**config.mk**
```make
export PLATFORM = sky130hd
export DESIGN_NAME = seq_chunk_adder
export DESIGN_NICKNAME = d
export VERILOG_FILES = /design/src/rtl/seq_chunk_adder.sv
export SDC_FILE = /design/constraint.sdc
export NUM_CORES = 1
export LEC_CHECK = 0
export CORE_MARGIN = 5
export CORE_UTILIZATION = 55
export CTS_BUF_LIST = sky130_fd_sc_hd__clkbuf_4
export DETAILED_ROUTE_END_ITERATION = 8
export GPL_ROUTABILITY_DRIVEN = 0
export HOLD_SLACK_MARGIN = 0.12
export PLACE_DENSITY_LB_ADDON = 0.15
export REMOVE_ABC_BUFFERS = 1
export SLEW_MARGIN = 20
export SYNTH_ARGS = -nofsm -noshare
export SYNTH_HDL_FRONTEND = slang
export SYNTH_SLANG_ARGS = --single-unit
export TNS_END_PERCENT = 20
```
**constraint.sdc**
```tcl
create_clock -name i_clk -period 5.1 [get_ports i_clk]
set_input_delay 1.275 -clock i_clk [delete_from_list [all_inputs] [get_ports i_clk]]
set_output_delay 1.275 -clock i_clk [all_outputs]
set_load 0.05 [all_outputs]
```
**src/rtl/seq_chunk_adder.sv**
```systemverilog
// Multi-cycle add/subtract unit: a CHUNK-bit full-adder ripple slice is reused
// NCHUNK = WIDTH/CHUNK times, with the carry held in a register between chunks.

module seq_chunk_adder_fa (
  input  logic i_a,
  input  logic i_b,
  input  logic i_c,
  output logic o_s,
  output logic o_co
);

  assign o_s  = i_a ^ i_b ^ i_c;
  assign o_co = (i_a & i_b) | (i_a & i_c) | (i_b & i_c);

endmodule

module seq_chunk_adder #(
  parameter int WIDTH = 16,
  parameter int CHUNK = 4
) (
  input  logic             i_clk,
  input  logic             i_rst_n,
  input  logic             i_start,
  input  logic             i_sub,
  input  logic             i_cin,
  input  logic [WIDTH-1:0] i_a,
  input  logic [WIDTH-1:0] i_b,
  output logic             o_busy,
  output logic             o_done,
  output logic [WIDTH-1:0] o_sum,
  output logic             o_cout,
  output logic             o_ovf,
  output logic             o_state
);

  localparam int NCHUNK = WIDTH / CHUNK;
  localparam int CW     = (NCHUNK > 1) ? $clog2(NCHUNK) : 1;

  typedef enum logic {
    S_IDLE = 1'b0,
    S_RUN  = 1'b1
  } state_t;

  // Handshake: i_start is sampled only in S_IDLE (o_busy=0); the accept edge
  // latches a/b/sub/cin. o_done pulses for one cycle when sum/cout/ovf update,
  // and that cycle is already S_IDLE, so a new start is accepted there.

  state_t            r_state;
  state_t            w_next_state;
  logic [WIDTH-1:0]  r_a;
  logic [WIDTH-1:0]  r_b;
  logic              r_c;
  logic [CW-1:0]     r_cnt;
  logic [WIDTH-1:0]  r_acc;
  logic [WIDTH-1:0]  r_sum;
  logic              r_cout;
  logic              r_ovf;
  logic              r_done;

  logic              w_accept;
  logic              w_last;
  int                w_base;
  logic [CHUNK-1:0]  w_ca;
  logic [CHUNK-1:0]  w_cb;
  logic [CHUNK-1:0]  w_s;
  logic [CHUNK:0]    w_c;
  logic [WIDTH-1:0]  w_res;

  assign w_accept = (r_state == S_IDLE) && i_start;
  assign w_last   = (r_state == S_RUN) && (r_cnt == CW'(NCHUNK - 1));

  always_ff @(posedge i_clk or negedge i_rst_n) begin
    if (!i_rst_n) begin
      r_state <= S_IDLE;
    end else begin
      r_state <= w_next_state;
    end
  end

  always_comb begin
    w_next_state = r_state;
    case (r_state)
      S_IDLE:  if (i_start) w_next_state = S_RUN;
      S_RUN:   if (w_last)  w_next_state = S_IDLE;
      default: w_next_state = S_IDLE;
    endcase
  end

  // The current chunk is selected by index instead of shifting the operands,
  // so the same slice works unchanged when CHUNK == WIDTH.
  assign w_base = int'(r_cnt) * CHUNK;
  assign w_ca   = r_a[w_base +: CHUNK];
  assign w_cb   = r_b[w_base +: CHUNK];
  assign w_c[0] = r_c;

  for (genvar g = 0; g < CHUNK; g++) begin : g_slice
    seq_chunk_adder_fa u_fa (
      .i_a  (w_ca[g]),
      .i_b  (w_cb[g]),
      .i_c  (w_c[g]),
      .o_s  (w_s[g]),
      .o_co (w_c[g+1])
    );
  end

  always_comb begin
    w_res = r_acc;
    w_res[w_base +: CHUNK] = w_s;
  end

  always_ff @(posedge i_clk or negedge i_rst_n) begin
    if (!i_rst_n) begin
      r_a    <= '0;
      r_b    <= '0;
      r_c    <= 1'b0;
      r_cnt  <= '0;
      r_acc  <= '0;
      r_sum  <= '0;
      r_cout <= 1'b0;
      r_ovf  <= 1'b0;
      r_done <= 1'b0;
    end else begin
      r_done <= 1'b0;
      if (w_accept) begin
        r_a   <= i_a;
        r_b   <= i_sub ? ~i_b : i_b;
        r_c   <= i_sub ? 1'b1 : i_cin;
        r_cnt <= '0;
        r_acc <= '0;
      end else if (r_state == S_RUN) begin
        r_acc <= w_res;
        r_c   <= w_c[CHUNK];
        r_cnt <= r_cnt + CW'(1);
        if (w_last) begin
          // On the last chunk, w_c[CHUNK-1] is the carry into the word MSB.
          r_sum  <= w_res;
          r_cout <= w_c[CHUNK];
          r_ovf  <= w_c[CHUNK-1] ^ w_c[CHUNK];
          r_done <= 1'b1;
        end
      end
    end
  end

  assign o_busy  = (r_state == S_RUN);
  assign o_done  = r_done;
  assign o_sum   = r_sum;
  assign o_cout  = r_cout;
  assign o_ovf   = r_ovf;
  assign o_state = r_state;

endmodule
```
# After elaboration in Yosys (flattened, before gate mapping)
# Cells that the tools add are included.
[classes]
addsub = 2
n_eq_ne = 1
shifts = 4
n_mux = 15
n_bitwise = 32
n_reduce_logical = 4
[op_table]
columns = ["op", "n"]
rows = [
  ["16-bit 2-to-1 mux", 3],
  ["4-bit negator with 33-bit output", 1],
  ["4-bit by 33-bit variable shift with 16-bit output, first input constant", 1],
  ["4-bit by 33-bit indexed part select with 16-bit output", 1],
  ["16-bit by 5-bit indexed part select with 4-bit output", 2],
  ["16-bit bitwise mux", 1],
  ["16-bit NOT", 1],
  ["1-bit AND", 12],
  ["1-bit XOR", 9],
  ["1-bit 2-to-1 mux", 8],
  ["1-bit OR", 8],
  ["2-bit 2-to-1 mux", 2],
  ["3-bit AND reduction", 1],
  ["2-bit by 1-bit adder with 2-bit output, second input constant", 1],
  ["2-bit equality test, second input constant", 1],
  ["1-bit logical AND", 2],
  ["1-bit NOT", 2],
  ["1-bit case mux with 2 select lines", 1],
  ["2-bit nonzero test", 1],
]
[totals]
ff_bits = 71
wordCells = 68

# Depth between registers and ports, before layout
[logic_depth]
depth_word = 15
mapped_depth = 11
mapped_depth_nobuf = 9

# Hierarchy
# A second synthesis with hierarchy kept.
[unflattened]
hier_cells = 263
area_unflattened_um2 = 3166.8
[modules_own_cells]
columns = ["module", "instances", "cells_each", "area_each_um2", "seq_area_each_um2"]
rows = [
  ["seq_chunk_adder", 1, 259, 3086.7, 1676.6],
  ["seq_chunk_adder_fa", 4, 1, 20.0, 0.0],
]

# Worst setup path before layout
# No wires, ideal clock.
[synth_timing]
path_type = "register to register"
startpoint = "register r_cnt[0]"
endpoint = "register r_acc[11]"
arrival_ps = 2771
path_slack_ps = 2199
path_stages_with_launch = 12
synth_period_minus_slack_ps = 2901
path_cell_list = "dfrtp_1 -> buf_6 -> buf_12 -> mux4_1 -> fa_1 -> inv_1 -> fa_1 -> fa_1 -> inv_1 -> fa_1 -> a21oi_1 -> o21ai_0"
[synth_via]
elab_chain_len = 15
word_cells_on_any_way = 31
classes_between = "add/sub (1); shift (4); mux (3); bitwise (23)"
[synth_lines]
columns = ["element", "line", "rtl"]
rows = [
  ["start, declared", "53", "logic [CW-1:0] r_cnt;"],
  ["start signal, assigned", "133", "r_cnt <= r_cnt + CW'(1);"],
  ["16-bit by 5-bit indexed part select with 4-bit output, on equally long branches", "92, 93", ""],
  ["1-bit AND", "13", "assign o_co = (i_a & i_b) | (i_a & i_c) | (i_b & i_c);"],
  ["1-bit OR (2 in a row)", "13", ""],
  ["1-bit AND", "13", ""],
  ["1-bit OR (2 in a row)", "13", ""],
  ["1-bit AND", "13", ""],
  ["1-bit OR (2 in a row)", "13", ""],
  ["1-bit XOR", "12", "assign o_s = i_a ^ i_b ^ i_c;"],
  ["4-bit by 33-bit indexed part select with 16-bit output", "108", "w_res[w_base +: CHUNK] = w_s;"],
  ["16-bit bitwise mux *", "108", ""],
  ["16-bit 2-to-1 mux *", "130", "end else if (r_state == S_RUN) begin"],
  ["16-bit 2-to-1 mux *", "124", "if (w_accept) begin"],
  ["end signal, assigned", "131", "r_acc <= w_res;"],
  ["end, declared", "54", "logic [WIDTH-1:0] r_acc;"],
]
# Every way passes the cells marked *; elsewhere a longest branch is shown, timed or not. The select of a mux whose other input is x is not followed.
# A chain may end at the register's enable or synchronous reset.

# Worst setup path after layout
[layout_timing]
startpoint = "register r_state (netlist: o_busy)"
endpoint = "output port o_state"
[layout_lines]
columns = ["element", "line", "rtl"]
rows = [
  ["start, declared", "48", "state_t r_state;"],
  ["start signal, assigned", "76", "r_state <= w_next_state;"],
  ["end, declared", "33", "output logic o_state"],
]
# No word-level cell between the ends.

==> impl_metrics.tcl <==
set metrics [dict create \
    run_status "finished clean" \
    yosys_warnings 0 \
    drt_drc_violations_left 0 \
    post_synth_xor_area_fraction 0.0457 \
    vdd_drop_max_v 0.000379 \
    overflow 0 \
    cts_htree_levels 3 \
    wire_length_of_the_first_global_routing_pass_mm 10.3 \
    min_from "r_b[7]" \
    synth-edff-count 0 \
    power.leakage_nw 1.76 \
    critPathArrivalTime_ns 1.98 \
    synth.ff_latch_count 67 \
    worst_setup_path_end_kind "output pin" \
    totalPowerFinal_mw 2.68 \
    grt_use_total 0.178 \
    first_global_vias 2140 \
    rsz_0062_raised_after_global_routing "no" \
    final_period_minus_worst_setup_slack_ns 3.25 \
    finalHoldViolations 0 \
    cp_cell_sequence "clkdlybuf4s50_1" \
    cts_resized 0 \
    comb_power_share 0.524 \
    synth_adder_area_share 0.0438 \
    die_width_um 86.9 \
    synth_compound_gate_area_share 0.0976 \
    async_flop_share 1.00 \
    syn-cell-area_sq_um 3260 \
    drt-vias-per-instance 5.27 \
    fillers 441 \
    die_height_um 86.9 \
    finalWirelength_mm 6.19 \
    insertion_delay_ns 0.40 \
    crit_required_ns 3.83 \
    post_route_cells_drive_above_1_share 0.132 \
    numCtsBuffers 9 \
    worst_path_largest_cell_delay_ns 0.91 \
    min_delay_worst_endpoint "r_b[7]" \
    relSlewSlack 0.303 \
    grt_max_degree 50 \
    internal_power_mw 1.56 \
    r2r-end "o_sum[3]" \
    holdCritPathClass "reg2reg" \
    core-area_sq_um 5850 \
    multi_input_combinational_cell_area_sq_um 1400 \
    switching_power_mw 1.13 \
    reg2reg_from "r_cnt[0]" \
    synth_simple_gate_area_share 0.0876 \
    detailedPlace.worstSlack_ns 1.98 \
    synth_top_cells_by_count "67 x dfrtp_1, 32 x nand2_1, 27 x o21ai_0, 16 x inv_1, 16 x xnor2_1" \
    power-per-cell-area_nw_per_um2 682 \
    netlist-cell-type-count 31 \
    holdPathStages 2 \
    critPathSlowestCell "clkdlybuf4s50_1" \
    max-clock-path-buffers 2 \
    number_of_diodes 0 \
    setup_ws_ns 1.85 \
    muxShareOfSynthArea 0.153 \
    skew_ns 0.00792 \
    report.final.setup_viol 0 \
    largest_family_of_logic_cells_by_synthesized_area "multiplexers" \
    worst-slew-pin-transition_ns 1.04 \
    critical_path_class "reg2out" \
    area_growth_pct 20.8 \
    syn_inst 268 \
    synth_top_cell_by_area "dfrtp_1" \
    final_max_slew_viol_count 0 \
    fp.dieArea_sq_um 7560 \
    final-seq-area_sq_um 1680 \
    post-cts-setup-buffer-count 0 \
    fin_nets 367 \
    cts.reportedPaths.clkPinSlew_ns 0.10 \
    maxClockFrequency_mhz 308 \
    power_frac_seq 0.352 \
    avgSynthCellArea_sq_um 12.1 \
    synth.most_common_cell "dfrtp_1" \
    numPlacedInstances 385 \
    cts-root-buf "clkbuf_4" \
    antenna_found_initial 0 \
    number_of_buffers_and_inverters_on_the_critical_path 1 \
    cap_viol_max_count 0 \
    reg2reg_setup_slack_ns 1.98 \
    clock_tree_from_tritoncts "yes" \
    p_sw_frac 0.420 \
    drt_iter0_drc 109 \
    floorplan.io_pins 58 \
    first_pass_iters 4 \
    fin_tns_setup_ns 0 \
    via_count 2109 \
    synth.top_cells.by_area "dfrtp_1 51%, mux2_4 6.0%, mux4_1 4.8%, xnor2_1 4.3%, o21ai_0 4.2%" \
    floorplan.initialDensity 0.556 \
    cts.sinks 67 \
    post-synth-top-area-fraction 0.515 \
    filler_free_cell_count_of_the_finished_design 400 \
    yosysSeqAreaShare 0.515 \
    synthFlopType "dfrtp_1" \
    placement_rows 28 \
    cp_top_family "buffers and inverters" \
    hold_buffers 0 \
    power.clock.fraction 0.124 \
    numPortBuffers 57 \
    period_share 0.637 \
    reg2reg_depth 9 \
    place.detailed.hpwl_mm 4.44 \
    drt-wirelength-per-cell_um 15.5 \
    critical_path_peak_fanout 16 \
    crit_path_start_kind "flip-flop" \
    ant_nets 0 \
]
[worst max path at each step]
stage,slack [ns],cells after the start,end,startpoint
after CTS,1.80,1,o_state,o_busy
final,1.85,1,o_state,o_busy
after detailed placement,1.98,3,r_a[10],i_start
after global routing,1.75,1,o_state,o_busy
after global placement,1.97,3,r_a[11],i_start
after floorplan,2.07,9,o_sum[11],r_cnt[0]
[power by group through the flow]
stage	logic [mW]	registers (mW)	clock network, mW
2_1_floorplan	0.793	1.13	0
3_3_place_gp	1.39	0.952	0
3_5_place_dp	1.42	0.957	0
4_1_cts	1.42	0.947	0.342
5_1_grt	1.54	0.981	0.362
6_report	1.41	0.945	0.332
[registers in the layout (all words and copies together) (netlist names), 2 cells and up]
| signal | flops |
|---|---|
| r_acc | 12 |
| r_b | 16 |
| r_a | 16 |
| o_sum | 16 |
| r_cnt | 2 |
[cell usage in the layout, fill, tap and decap left out, types with 2 or more instances in the layout]
cell             Yosys  final
a22o_1               8      8
o31ai_1              2      2
fa_1                 4      4
dfrtp_1             67     67
a21oi_1             12     12
nand2_1             32     32
buf_4                4      2
mux4_2               2      2
nor2b_1              6      6
clkinv_1             0      2
clkdlybuf4s50_1      0     56
mux2_4              13     13
clkbuf_4             0     11
ha_1                 5      5
mux4_1               6      6
and4bb_2             2      2
xnor2_1             16     16
nor2_1               8      8
mux2_2               9      9
o21ai_0             27     27
o22ai_1              6      6
inv_1               16     16
nand4bb_1            2      2
[layout make-up]
| cell class | instances | area share |
|---|---|---|
| Clock buffer | 11 | 0.0210 |
| Inverter | 16 | 0.0153 |
| Sequential cell | 67 | 0.426 |
| Tap cell | 75 | 0.0239 |
| Multi-Input combinational cell | 168 | 0.355 |
| Timing Repair Buffer | 59 | 0.148 |
| Clock inverter | 4 | 0.0108 |
[per-layer routing]
| layer | wire length [um] | vias to the layer above | GRT usage |
|---|---|---|---|
| met3 | 306 | 12 | 0.0350 |
| met4 | 112 | 0 | 0.0807 |
| met1 | 2700 | 1018 | 0.231 |
| li1 | - | 1031 | - |
| met2 | 3070 | 48 | 0.290 |
| met5 | 0 | - | 0 |
[metrics by stage]
step,area [sq um],hold WS (ns),util
global placement,3810,0.457,0.651
floorplan,3130,0.442,-
finish,3930,0.480,0.672
CTS,3930,0.486,0.672
detailed placement,3810,0.464,0.651
global route,3930,0.515,0.672
[cell families after synthesis]
| family | Yosys count |
|---|---|
| AOI/OAI and AO/OA | 55 |
| xor gates and xnor gates | 17 |
| adders and majority gates | 9 |
| buffers and inverters | 33 |
| DFF | 67 |
| muxes | 30 |
| and+or+nand+nor | 57 |
No activity file was read; power rests on OpenSTA's default activity.
==> patch 1: new RTL, config.mk and constraints unchanged <==
Change the parameter `CHUNK` from 4 to 2.
--- a/src/rtl/seq_chunk_adder.sv
+++ b/src/rtl/seq_chunk_adder.sv
@@ -17,5 +17,5 @@
 module seq_chunk_adder #(
   parameter int WIDTH = 16,
-  parameter int CHUNK = 4
+  parameter int CHUNK = 2
 ) (
   input  logic             i_clk,
Check against the original RTL: not equivalent (Yosys sat finds a counterexample within 10 cycles, from zero or initial values and one cycle with i_rst_n low).
==> patch 1 against the original RTL <==
  * Non-clock buffer count up 4
  * Count of clock-buffer cells in the layout unchanged
  * Wire length up 16%
  * Die area up 7.9%
  * Sequential cell count up 5
  * Worst setup slack worse by 320 ps
  * Area after synthesis up 9.0%
  * Total power up 15%
  * Cell area up 8.5%
  * Fmax down 8.9%
  * Critical endpoint is now o_sum[5]
  * Largest power group unchanged
  * Highest routed layer unchanged
==> patch 1: results (changes against the original RTL) <==
[finish]
seq_area_share_pct = 42.2  ; -0.39 points
seq_cell_count = 72  ; +7.5%
num-nets-final = 415  ; +13%
inv_count = 6  ; -10
multi_input_gates = 220  ; +31%
multi_input_area_share_pct = 37.6  ; +2.1 points
nNonClkBuffers = 63  ; +6.8%
fill_cells = 491  ; +11%
buf_share_pct = 14.3  ; -0.45 points
drive_gt1_share_pct = 15.1  ; +1.9 points

[grt]
grt_pass1_vias = 2484  ; +16%
grt_max_degree = 43  ; -14%
grt_pass1_wl_um = 12300  ; +19%
track_usage_pct = 18.5  ; +0.68 points

[routing]
initialDrtViolationCount = 143  ; +31%
dr_total_vias = 2569  ; +22%
viasPerCell = 5.66  ; +7.3%
wl_um = 7200  ; +16%

[setup_path]
r2r_end = o_sum[5]
max_stage_delay_ps = 710  ; -200 ps
r2r_slack_ps = 1530  ; -450 ps
crit_slowest_cell = fa_1
critPathMaxFanout = 15  ; -1

[run_status]
status = finished clean

[synthesis]
synthTopCellsByArea = dfrtp_1 51%, mux2_2 7.0%, nand2_1 6.5%
synthTopCellsByCount = 72 x dfrtp_1, 61 x nand2_1, 30 x o21ai_0
synthMuxAreaShare_pct = 13.5  ; -1.9 points
synth_fa_ha_area_share_pct = 2.54  ; -1.8 points
ys_types = 43  ; +39%
synth_compound_area_share_pct = 12.9  ; +3.1 points
synth_seq_area_share_pct = 50.8  ; -0.71 points
synthXorXnorAreaFrac_pct = 4.20  ; -0.38 points

[sta]
hold_slack_ps = 487  ; +6.94 ps
maxSlewHeadroom_pct = 31.4  ; +1.0 points
clock_skew_ps = 16.7  ; +8.73 ps

[place]
placed_cells = 438  ; +14%

[pwr]
powerDensity_mw_per_mm2 = 722  ; +5.8%
ir_drop_uv = 506  ; +33%
leakagePower_nw = 1.81  ; +2.8%

[floorplanning]
fp.dieW_um = 90.3  ; +3.9%

patch 1: cell types whose count changed after synthesis, moves of 6 or more:
cell | unedited run | this run
a21oi_1 | 12 | 4
clkbuf_1 | 3 | 11
inv_1 | 16 | 5
mux2_2 | 9 | 22
mux2_4 | 13 | 0
mux4_1 | 6 | 0
mux4_2 | 2 | 8
nand2_1 | 32 | 61
o211ai_1 | 0 | 8
o311ai_0 | 0 | 7
patch 1: routing by layer:
metal  wire length [µm]  up-vias  GRT usage [%]  share of wire, %
met1               3160     1249           24.8                44
met5                  0        -              0                 0
li1                   -     1241              -                 -
met2               3500       67           29.1                49
met3                406       12           3.75               5.6
met4                125        0           8.56               1.7
patch 1: power breakdown:
| group | switching, mW | total (mW) | leakage, nW | internal, mW |
|---|---|---|---|---|
| Sequential | 0.163 | 0.996 | 0.896 | 0.833 |
| Clock | 0.191 | 0.347 | 0.0757 | 0.156 |
| Combinational | 1.04 | 1.74 | 0.834 | 0.702 |
==> patch 2: new RTL, same settings <==
Without the edit above. Add an input register stage for `i_start`, `i_sub`, `i_cin`, `i_a` and `i_b`, without a reset; this delays them by one clock.
--- a/src/rtl/seq_chunk_adder.sv
+++ b/src/rtl/seq_chunk_adder.sv
@@ -42,4 +42,18 @@
   } state_t;
 
+  logic i_start_q;
+  logic i_sub_q;
+  logic i_cin_q;
+  logic [WIDTH-1:0] i_a_q;
+  logic [WIDTH-1:0] i_b_q;
+
+  always_ff @(posedge i_clk) begin
+    i_start_q <= i_start;
+    i_sub_q   <= i_sub;
+    i_cin_q   <= i_cin;
+    i_a_q     <= i_a;
+    i_b_q     <= i_b;
+  end
+
   // Handshake: i_start is sampled only in S_IDLE (o_busy=0); the accept edge
   // latches a/b/sub/cin. o_done pulses for one cycle when sum/cout/ovf update,
@@ -67,5 +81,5 @@
   logic [WIDTH-1:0]  w_res;
 
-  assign w_accept = (r_state == S_IDLE) && i_start;
+  assign w_accept = (r_state == S_IDLE) && i_start_q;
   assign w_last   = (r_state == S_RUN) && (r_cnt == CW'(NCHUNK - 1));
 
@@ -81,5 +95,5 @@
     w_next_state = r_state;
     case (r_state)
-      S_IDLE:  if (i_start) w_next_state = S_RUN;
+      S_IDLE:  if (i_start_q) w_next_state = S_RUN;
       S_RUN:   if (w_last)  w_next_state = S_IDLE;
       default: w_next_state = S_IDLE;
@@ -123,7 +137,7 @@
       r_done <= 1'b0;
       if (w_accept) begin
-        r_a   <= i_a;
-        r_b   <= i_sub ? ~i_b : i_b;
-        r_c   <= i_sub ? 1'b1 : i_cin;
+        r_a   <= i_a_q;
+        r_b   <= i_sub_q ? ~i_b_q : i_b_q;
+        r_c   <= i_sub_q ? 1'b1 : i_cin_q;
         r_cnt <= '0;
         r_acc <= '0;
Formal check against the unedited RTL: not equivalent (Yosys sat finds a counterexample within 4 cycles, from zero or initial values and one cycle with i_rst_n low).
==> patch 2 against the original RTL <==
  * Total power grew 21%
  * Register-to-register slack lost 510 ps
  * Worst setup slack lost 380 ps
  * Area after synthesis grew 23%
  * Sequential cell count grew 35
  * Cell area grew 19%
  * Synthesized cell count grew 16%
  * Wire length grew 7.5%
==> patch 2: results (changes against the original RTL) <==
[setup_path]
max_stage_delay_ps = 960  ; +50 ps
crit_slowest_cell = dfrtp_1
path_delay_family = adder cells
critPathMaxFanout = 21  ; +5
critPathArrivalTime_ps = 3950  ; +1970 ps

[sta]
setup_violations = 0  ; unchanged
clock_skew_ps = 16.7  ; +8.78 ps
worstMarginPinSlew_ps = 1040  ; -0.632 ps

[synthesis]
synthTopCellsByArea = dfrtp_1 42%, dfxtp_1 18%, mux2_4 4.9%
synthArstFlopShare_pct = 65.7  ; -34 points
synth_warnings = 0  ; unchanged
synth_seq_area_share_pct = 59.4  ; +7.9 points
synthTopCellsByCount = 67 x dfrtp_1, 35 x dfxtp_1, 29 x nand2_1
ys_types = 42  ; +35%

[finish]
antenna-diode-count = 0  ; unchanged
drive_gt1_share_pct = 13.7  ; +0.47 points
fill_cells = 569  ; +29%
num-nets-final = 406  ; +11%

[place]
place_ws_ps = 1450  ; -528 ps
portBuffers = 57  ; unchanged
dp_hpwl_um = 4610  ; +3.9%

[clock_network]
cts_resized = 0  ; unchanged
clock_latency_ps = 430  ; +30 ps
cts_buffer_depth = 2  ; unchanged
cts.clk_slew.worst_paths_ps = 150  ; +50 ps
post_cts_buffers = 0  ; unchanged
h-tree-depth = 3  ; unchanged
cts_buffers = 9  ; unchanged
cts-root-buf = clkbuf_4

[routing]
initialDrtViolationCount = 94  ; -14%
viasPerCell = 5.19  ; -1.6%
drtPass1Iterations = 4  ; unchanged
wire_per_inst_um = 14.3  ; -7.3%

[pwr]
leakagePower_nw = 2.08  ; +19%
ir_drop_uv = 251  ; -34%

[grt]
grt_pass1_wl_um = 11300  ; +9.4%
track_usage_pct = 16.3  ; -1.5 points
grt_pass1_vias = 2421  ; +13%
grt_max_degree = 68  ; +36%
antenna_found_initial = 0  ; unchanged

[hold_path]
hp-class = reg2reg

[run_status]
status = finished clean

[patch 2: cell types whose count changed after synthesis, moves of 6 or more]
cell / delta
a21oi_1: -10
a221oi_1: +10
dfxtp_1: +35
mux2_2: -6
mux4_1: -6
mux4_2: +6
nor2_1: +15
o22ai_1: -6
[patch 2: worst reg2reg max path: cells and delay by family, from the launching register on]
family | cells | cell delay, ps
mux | 1 | 620
buf+inv | 2 | 140
compound gates | 1 | 330
flops | 1 | 960
simple gates | 1 | 80
fa+ha+maj | 4 | 1390
[patch 2: through the flow]
stage / cells / instance area, µm² / hold slack (ps) / utilization, %
final: 464 / 4690 / 478 / 65.4
after global routing: 464 / 4690 / 498 / 65.4
after CTS: 464 / 4690 / 478 / 65.4
after global placement: 448 / 4550 / 446 / 63.5
after floorplan: 291 / 3850 / 440 / -
after detailed placement: 448 / 4550 / 447 / 63.5
[patch 2: final timing paths]
| path | startpoint | end | slack [ps] | depth (start not counted) |
|---|---|---|---|---|
| setup / recovery | r_cnt[0] | o_sum[11] | 1470 | 9 |
| hold / removal | i_a_q[4] | r_a[4] | 480 | 1 |
| setup reg to reg | r_cnt[0] | o_sum[11] | 1470 | 9 |
| hold reg to reg | i_a_q[4] | r_a[4] | 480 | 1 |
| max in group asynchronous | i_rst_n | o_sum[3] | 3550 | 2 |
| min in group asynchronous | i_rst_n | o_done | 990 | 2 |
[patch 2: cell type report]
class	instances	share of cell area, %
flip-flops and latches	102	50.7
multi-input cells	174	30.3
repair buffers	58	12.2
well taps	99	2.64
clock inverters	7	1.52
clock buffers	9	1.44
inverters	15	1.20
[patch 2: power by group]
| part | internal, mW | switching (mW) |
|---|---|---|
| Clock | 0.151 | 0.256 |
| Combinational | 0.655 | 0.924 |
| Sequential | 1.07 | 0.207 |
[patch 2: logic make-up (layout without fill, tap and decap cells)]
| family | Yosys count | count (layout) | synth area share [%] |
|---|---|---|---|
| DFF | 102 | 102 | 59.4 |
| and+or+nand+nor | 72 | 72 | 9.13 |
| AOI/OAI and AO/OA | 50 | 50 | 8.35 |
| buffers and inverters | 34 | 89 | 5.13 |
| muxes | 26 | 26 | 10.7 |
| xor gates and xnor gates | 17 | 17 | 3.72 |
| adders and majority gates | 9 | 9 | 3.56 |
[patch 2: per-layer routing]
metal / vias to the layer above / part of all wire [%] / GRT usage, %
met2: 56 / 49 / 25.4
li1: 1162 / - / -
met3: 7 / 4.8 / 4.74
met1: 1182 / 45 / 22.0
met4: 0 / 1.2 / 5.41
met5: - / 0 / 0
